### config.mk
export PLATFORM = sky130hd
export DESIGN_NAME = load_store_unit
export DESIGN_NICKNAME = d
export VERILOG_FILES = /design/src/rtl/lsu_pkg.sv /design/src/rtl/load_aligner.sv /design/src/rtl/load_store_unit.sv
export SDC_FILE = /design/constraint.sdc
export NUM_CORES = 1
export LEC_CHECK = 0
export ABC_AREA = 1
export CORE_MARGIN = 4
export CORE_UTILIZATION = 46
export CTS_CLUSTER_SIZE = 40
export DETAILED_ROUTE_END_ITERATION = 12
export GPL_ROUTABILITY_DRIVEN = 0
export PLACE_DENSITY = 0.87
export SLEW_MARGIN = 20
export SYNTH_ARGS = -nofsm -noshare
export SYNTH_HDL_FRONTEND = slang
export SYNTH_SLANG_ARGS = --single-unit
### constraint.sdc
create_clock -name clk -period 2.5 [get_ports clk]
set_clock_uncertainty 0.15 [all_clocks]
set_input_delay 0.375 -clock clk [delete_from_list [all_inputs] [get_ports clk]]
set_output_delay 0.375 -clock clk [all_outputs]
set_load 0.02 [all_outputs]
### src/rtl/lsu_pkg.sv
// rtl/lsu_pkg.sv - shared state, size and funct3 encodings for the load/store unit
package lsu_pkg;

    typedef enum logic [1:0] {
        IDLE   = 2'd0,
        ACCESS = 2'd1,
        DONE   = 2'd2
    } lsu_state_t;

    localparam logic [1:0] SIZE_BYTE = 2'b00;
    localparam logic [1:0] SIZE_HALF = 2'b01;
    localparam logic [1:0] SIZE_WORD = 2'b10;

    localparam logic [2:0] F3_LB  = 3'b000;
    localparam logic [2:0] F3_LH  = 3'b001;
    localparam logic [2:0] F3_LW  = 3'b010;
    localparam logic [2:0] F3_LBU = 3'b100;
    localparam logic [2:0] F3_LHU = 3'b101;
    localparam logic [2:0] F3_SB  = 3'b000;
    localparam logic [2:0] F3_SH  = 3'b001;
    localparam logic [2:0] F3_SW  = 3'b010;

endpackage

### src/rtl/load_aligner.sv
// rtl/load_aligner.sv - extracts and sign/zero-extends a byte or half from a read word
module load_aligner
    import lsu_pkg::*;
#(
    parameter int XLEN = 32
) (
    input  logic [XLEN-1:0] rdata,
    input  logic [1:0]      byte_off,
    input  logic [1:0]      size,
    input  logic            is_unsigned,
    output logic [XLEN-1:0] value
);

    logic [7:0]  lane_byte;
    logic [15:0] lane_half;

    // Select the addressed lane, then extend it according to size and signedness
    always_comb begin
        lane_byte = rdata[7:0];
        case (byte_off)
            2'd0:    lane_byte = rdata[7:0];
            2'd1:    lane_byte = rdata[15:8];
            2'd2:    lane_byte = rdata[23:16];
            default: lane_byte = rdata[31:24];
        endcase
        lane_half = byte_off[1] ? rdata[31:16] : rdata[15:0];
        value = rdata;
        case (size)
            SIZE_BYTE: value = is_unsigned ? {24'b0, lane_byte} : {{24{lane_byte[7]}}, lane_byte};
            SIZE_HALF: value = is_unsigned ? {16'b0, lane_half} : {{16{lane_half[15]}}, lane_half};
            default:   value = rdata;
        endcase
    end

endmodule

### src/rtl/load_store_unit.sv
// rtl/load_store_unit.sv - RV32I data-memory access FSM; alignment trap enabled by LSU_MISALIGN_TRAP_EN
module load_store_unit
    import lsu_pkg::*;
#(
    parameter int XLEN = 32
) (
    input  logic            clk,
    input  logic            reset,
    input  logic            start,
    input  logic            is_store,
    input  logic [2:0]      funct3,
    input  logic [XLEN-1:0] addr,
    input  logic [XLEN-1:0] store_data,
    output logic            busy,
    output logic            done,
    output logic [XLEN-1:0] load_data,
    output logic            misaligned,
    output logic            mem_req,
    output logic            mem_we,
    output logic [XLEN-1:0] mem_addr,
    output logic [XLEN-1:0] mem_wdata,
    output logic [3:0]      mem_wstrb,
    input  logic            mem_ready,
    input  logic [XLEN-1:0] mem_rdata
);

    lsu_state_t      state;
    logic            op_store;
    logic            op_unsigned;
    logic [1:0]      op_size;
    logic [1:0]      op_off;
    logic [XLEN-1:0] aligned_value;

    logic [1:0]      req_size;
    logic [1:0]      req_off;
    logic [3:0]      req_strb;
    logic [XLEN-1:0] req_wdata;

    // Decode the incoming request: size, effective lane offset and store lanes.
    // Low address bits that would misalign a half/word are dropped here, so the
    // no-trap build simply aligns the access down.
    always_comb begin
        req_size  = funct3[1] ? SIZE_WORD : funct3[1:0];
        req_off   = 2'b00;
        req_strb  = 4'b1111;
        req_wdata = store_data;
        case (req_size)
            SIZE_BYTE: begin
                req_off   = addr[1:0];
                req_strb  = 4'b0001 << addr[1:0];
                req_wdata = {4{store_data[7:0]}};
            end
            SIZE_HALF: begin
                req_off   = {addr[1], 1'b0};
                req_strb  = addr[1] ? 4'b1100 : 4'b0011;
                req_wdata = {2{store_data[15:0]}};
            end
            default: begin
                req_off   = 2'b00;
                req_strb  = 4'b1111;
                req_wdata = store_data;
            end
        endcase
    end

`ifdef LSU_MISALIGN_TRAP_EN
    logic req_mis;
    logic mis_q;

    // Alignment fault: half on an odd byte, or word off a word boundary
    always_comb begin
        req_mis = ((req_size == SIZE_HALF) && addr[0]) ||
                  ((req_size == SIZE_WORD) && (addr[1:0] != 2'b00));
    end

    // Fault flag is captured with each accepted start and held until the next one
    always_ff @(posedge clk) begin
        if (reset) begin
            mis_q <= 1'b0;
        end else if (state == IDLE && start) begin
            mis_q <= req_mis;
        end
    end

    assign misaligned = mis_q;
`else
    assign misaligned = 1'b0;
`endif

    load_aligner #(.XLEN(XLEN)) u_aligner (
        .rdata       (mem_rdata),
        .byte_off    (op_off),
        .size        (op_size),
        .is_unsigned (op_unsigned),
        .value       (aligned_value)
    );

    // Main FSM: latch the request, hold the memory port until ready, pulse done
    always_ff @(posedge clk) begin
        if (reset) begin
            state       <= IDLE;
            op_store    <= 1'b0;
            op_unsigned <= 1'b0;
            op_size     <= SIZE_BYTE;
            op_off      <= 2'b00;
            mem_we      <= 1'b0;
            mem_addr    <= '0;
            mem_wdata   <= '0;
            mem_wstrb   <= 4'b0000;
            load_data   <= '0;
        end else begin
            case (state)
                IDLE: begin
                    if (start) begin
                        op_store    <= is_store;
                        op_unsigned <= funct3[2];
                        op_size     <= req_size;
                        op_off      <= req_off;
                        mem_we      <= is_store;
                        mem_addr    <= {addr[XLEN-1:2], 2'b00};
                        mem_wdata   <= req_wdata;
                        mem_wstrb   <= is_store ? req_strb : 4'b0000;
`ifdef LSU_MISALIGN_TRAP_EN
                        state       <= req_mis ? DONE : ACCESS;
`else
                        state       <= ACCESS;
`endif
                    end
                end
                ACCESS: begin
                    if (mem_ready) begin
                        if (!op_store) begin
                            load_data <= aligned_value;
                        end
                        state <= DONE;
                    end
                end
                DONE: begin
                    state <= IDLE;
                end
                default: begin
                    state <= IDLE;
                end
            endcase
        end
    end

    assign busy    = (state != IDLE);
    assign done    = (state == DONE);
    assign mem_req = (state == ACCESS);

endmodule

==> Word-level counts from Yosys, hierarchy flattened <==
Index checks and enable logic that the tools add are counted.
{ "word_totals": {"output_inout_bits": 105, "ff_bits": 106, "in_bits": 104, "elab_cells": 41} }
{ "classes": {"mux": 14, "n_reduce_logical": 8, "shift": 1, "bitwise": 1, "eq_ne": 8} }
{ "ops": {"columns": ["op", "count"], "rows": [
  ["$pmux 32 s2", 2],
  ["$mux 32", 2],
  ["$pmux 8 s3", 1],
  ["$mux 16", 1],
  ["$eq 2x1->1 const B", 4],
  ["$logic_not 2->1", 4],
  ["$mux 4", 2],
  ["$pmux 2 s2", 2],
  ["$pmux 4 s2", 1],
  ["$mux 2", 3],
  ["$eq 2x2->1 const B", 2],
  ["$reduce_and 2->1", 2],
  ["$shl 1x2->4 const A", 1],
  ["$reduce_and 3->1", 1],
  ["$ne 2x1->1 const B", 1],
  ["$ne 2x2->1 const B", 1],
  ["$reduce_bool 2->1", 1],
  ["$not 1->1", 1]
]} }

==> Depth between registers and ports, before layout <==
{ "depth": {"depth_word": 4, "depth_mapped": 9, "ltp_nobuf": 8} }

==> By module <==
A second synthesis with hierarchy kept.
{ "unflattened": {"cells_unflattened": 702, "area_unflattened_um2": 4954.8} }
{ "modules_own_cells": {"columns": ["module", "cells_each", "area_each_um2", "seq_area_each_um2", "instances"], "rows": [
  ["load_store_unit", 545, 4076.4, 2122.0, 1],
  ["load_aligner", 157, 878.3, 0.0, 1]
]} }

==> Least setup slack after synthesis <==
OpenSTA, ideal clock, no wires.
{ "synth_timing": {"kind": "flip-flop to flip-flop", "start": "register state[0]", "end": "register load_data[6]", "setup_ns": 0.117, "path_stages_with_launch": 9, "t_required_ns": 2.233, "n_path_buf": 1, "slack_ns": 1.085, "period_less_slack_ns": 1.415, "t_arrival_ns": 1.148, "path_cell_list": "dfxtp_1 > inv_2 > nor2_4 > nand3_2 > inv_2 > buf_4 > o21ai_0 > nor2_1 > nor2_1"} }
{ "synth_via": {"elab_chain_len": 2} }
{ "synth_rtl": {"columns": ["element", "line_no", "text"], "rows": [
  ["from (decl)", "load_store_unit.sv:27", "lsu_state_t state;"],
  ["from (signal assigned)", "load_store_unit.sv:101", "state <= IDLE;"],
  ["from (signal assigned)", "load_store_unit.sv:126", "state <= ACCESS;"],
  ["from (signal assigned)", "load_store_unit.sv:135", "state <= DONE;"],
  ["$eq 2x1->1", null, null],
  ["via mem_req", "load_store_unit.sv:18", "output logic mem_req,"],
  ["$reduce_and 3->1 (no source line)", null, null],
  ["to (signal assigned)", "load_store_unit.sv:133", "load_data <= aligned_value;"],
  ["to (decl)", "load_store_unit.sv:16", "output logic [XLEN-1:0] load_data,"]
]} }
The timed path passes the listed nets, and every way through them passes these cells.
A chain may end at the register's enable or synchronous reset.

==> Final worst setup path <==
{ "layout_timing": {"start": "register state[1]", "end": "output port busy"} }
{ "layout_via": {"elab_chain_len": 1} }
{ "layout_rtl": {"columns": ["element", "line_no", "text"], "rows": [
  ["$reduce_bool 2->1", "load_store_unit.sv:148", "assign busy = (state != IDLE);"],
  ["to (decl)", "load_store_unit.sv:14", "output logic busy,"]
]} }
Every way passes these cells.

==> flow_summary.ini <==
[status]
status = finished clean

[clocking]
root_buffer = clkbuf_8
cts_setup_buffers = 0
clock_latency_ns = 0.36
cts_tree = built
cts_max_path_buffers = 2
cts_sinks = 106
hold_buffers = 0
path_clk_slew_ns = 0.09
cts_resized = 0
cts_max_level = 3
cts_buffers = 9

[routing]
routed_wirelength_um = 15690
drc_errors = 0
ant_nets = 0
dr.pass1.iters = 5
wl_per_cell_um = 15.55
via_count = 5309
first_iter_violations = 300
routed_via_density = 5.262

[critical_path]
worstPathCellList = inv_2, nand2_2, clkdlybuf4s50_1
crit_path_end_kind = output pin
required_ns = 1.98
cp_max_fo = 3
slowest_delay_ns = 0.62
start_kind = register
crit_type = register to output pin
arrival_ns = 1.59
rr_worst_depth = 6
crit_path_top_delay_cell = clkdlybuf4s50_1

[sta]
worst_slew_pin_slew_ns = 0.6218
max_freq_ghz = 0.4718
finalSetupViolCount = 0
fin_crit_ns = 2.120
drv_slew = 0
finalHoldViolations = 0
finalSetupTns_ns = 0
fin_crit_sh = 0.8478
rsz0062_at_grt = no
relSlewSlack = 0.5850

[placement]
io_buffers = 205
hpwl_um = 11700

[logic_synthesis]
synth_warnings = 0
synth.cell_area_um2 = 4781
synthCells = 689
async_flop_share = 0
ys_seq_area_frac = 0.4439
syn_avg_cell_area_um2 = 6.939
synth_seq_cells = 106
ys_types = 29
synth_edf_count = 0
synthFlopType = dfxtp_1

[global_route]
grt_use_total = 0.2570
grt_pass1_vias = 5204
grt_max_degree = 65
overflow = 0
antenna_found_initial = 0
grt_pass1_wl_um = 24360

[min_path]
hold_depth = 4
hp-class = primary input to register

[floorplan]
initial_core_util = 0.4803
die-area_um2 = 12090
die_h_um = 109.9
core_area_um2 = 9955
num_io_pins = 209
die_x_um = 109.9
rows = 36

[pwr]
leakagePower_uw = 0.002973
p_total_uw = 4030
ir_drop_uv = 329.2
powerDensity_nw_per_um2 = 577.3

[layout]
layout_commonest_cell = clkdlybuf4s50_1
postLayoutCoreUtil = 0.7014
nNetsFinal = 976
drive_gt1_frac = 0.04566
diodes = 0
fill_cells = 818
layout_common_cells = clkdlybuf4s50_1, nand2_1, nor2_1, dfxtp_1, o21ai_0
seq_area_um2 = 2122
multi_input_area_um2 = 2215
area_growth_syn_to_layout_pct = 46.04

[flow_run]
drv_cap = 0
## critical path: cells and delay by family (launching register included)
kind / cells / cell delay [ns]
simple gates: 1 / 0.12
buf+inv: 2 / 0.70
flops: 1 / 0.41
## path summary, 6_finish.rpt
path / startpoint / end / slack [ns]
setup / recovery: state[1] / busy / 0.38
hold / removal: reset / load_data[2] / 0.26
setup reg to reg: op_size[1] / load_data[27] / 0.57
hold reg to reg: mem_wdata[2] / mem_wdata[2] / 0.32
## metal layers
layer  up-vias  GRT usage  part of all wire
li1       2566          -                 -
met1      2428     0.2898              0.38
met2       274     0.4458              0.49
met3        41    0.08397              0.11
met4         0     0.1024             0.030
met5         -          0                 0
## cell usage after synthesis, types with 7 or more instances
cell        n  area [µm²]
nand2_1   171       641.9
nor2_1    115       431.7
dfxtp_1   106        2122
o21ai_0    78       390.4
a21oi_1    75       375.4
inv_1      39       146.4
nand3_1    26       130.1
clkbuf_1   12       45.04
buf_2      11       55.05
buf_4      10       75.07
a31oi_1     7       43.79
## registers in the layout (all words and copies together) (netlist names)
register / count
op_unsigned: 1
load_data: 32
op_size: 2
op_store: 1
mem_wdata: 32
mem_addr: 30
state: 2
op_off: 2
mem_wstrb: 4
## final cells by class
type | instances | share of cell area
clock buffer | 13 | 0.02133
timing repair buffer | 214 | 0.3047
sequential | 106 | 0.3039
tap | 133 | 0.02384
clock inverter | 2 | 0.005376
inverter | 44 | 0.02366
multi-input combinational | 497 | 0.3172
## logic make-up after synthesis
family / Yosys count / share of synthesized area
other: 1 / 0.0007844
DFF: 106 / 0.4439
AOI/OAI and AO/OA: 165 / 0.1767
and+or+nand+nor: 329 / 0.2842
buffers and inverters: 88 / 0.09448
## stage by stage
stage | worst slack, ns | cells | area (µm²) | hold slack (ns)
floorplan | 1.085 | 691 | 4788 | 0.3320
global placement | 0.4682 | 994 | 6795 | 0.3016
detailed placement | 0.4013 | 994 | 6795 | 0.3095
CTS | 0.3569 | 1009 | 6982 | 0.2347
global route | 0.3046 | 1009 | 6982 | 0.2656
finish | 0.3804 | 1009 | 6982 | 0.2589
## power by group
part | total [µW] | leakage (µW) | switching (µW) | internal, µW
Sequential | 1890 | 0.000873 | 74.0 | 1820
Combinational | 1100 | 0.00201 | 602 | 499
Clock | 1040 | 0.0000897 | 550 | 487
No activity file was read; power rests on OpenSTA's default activity.
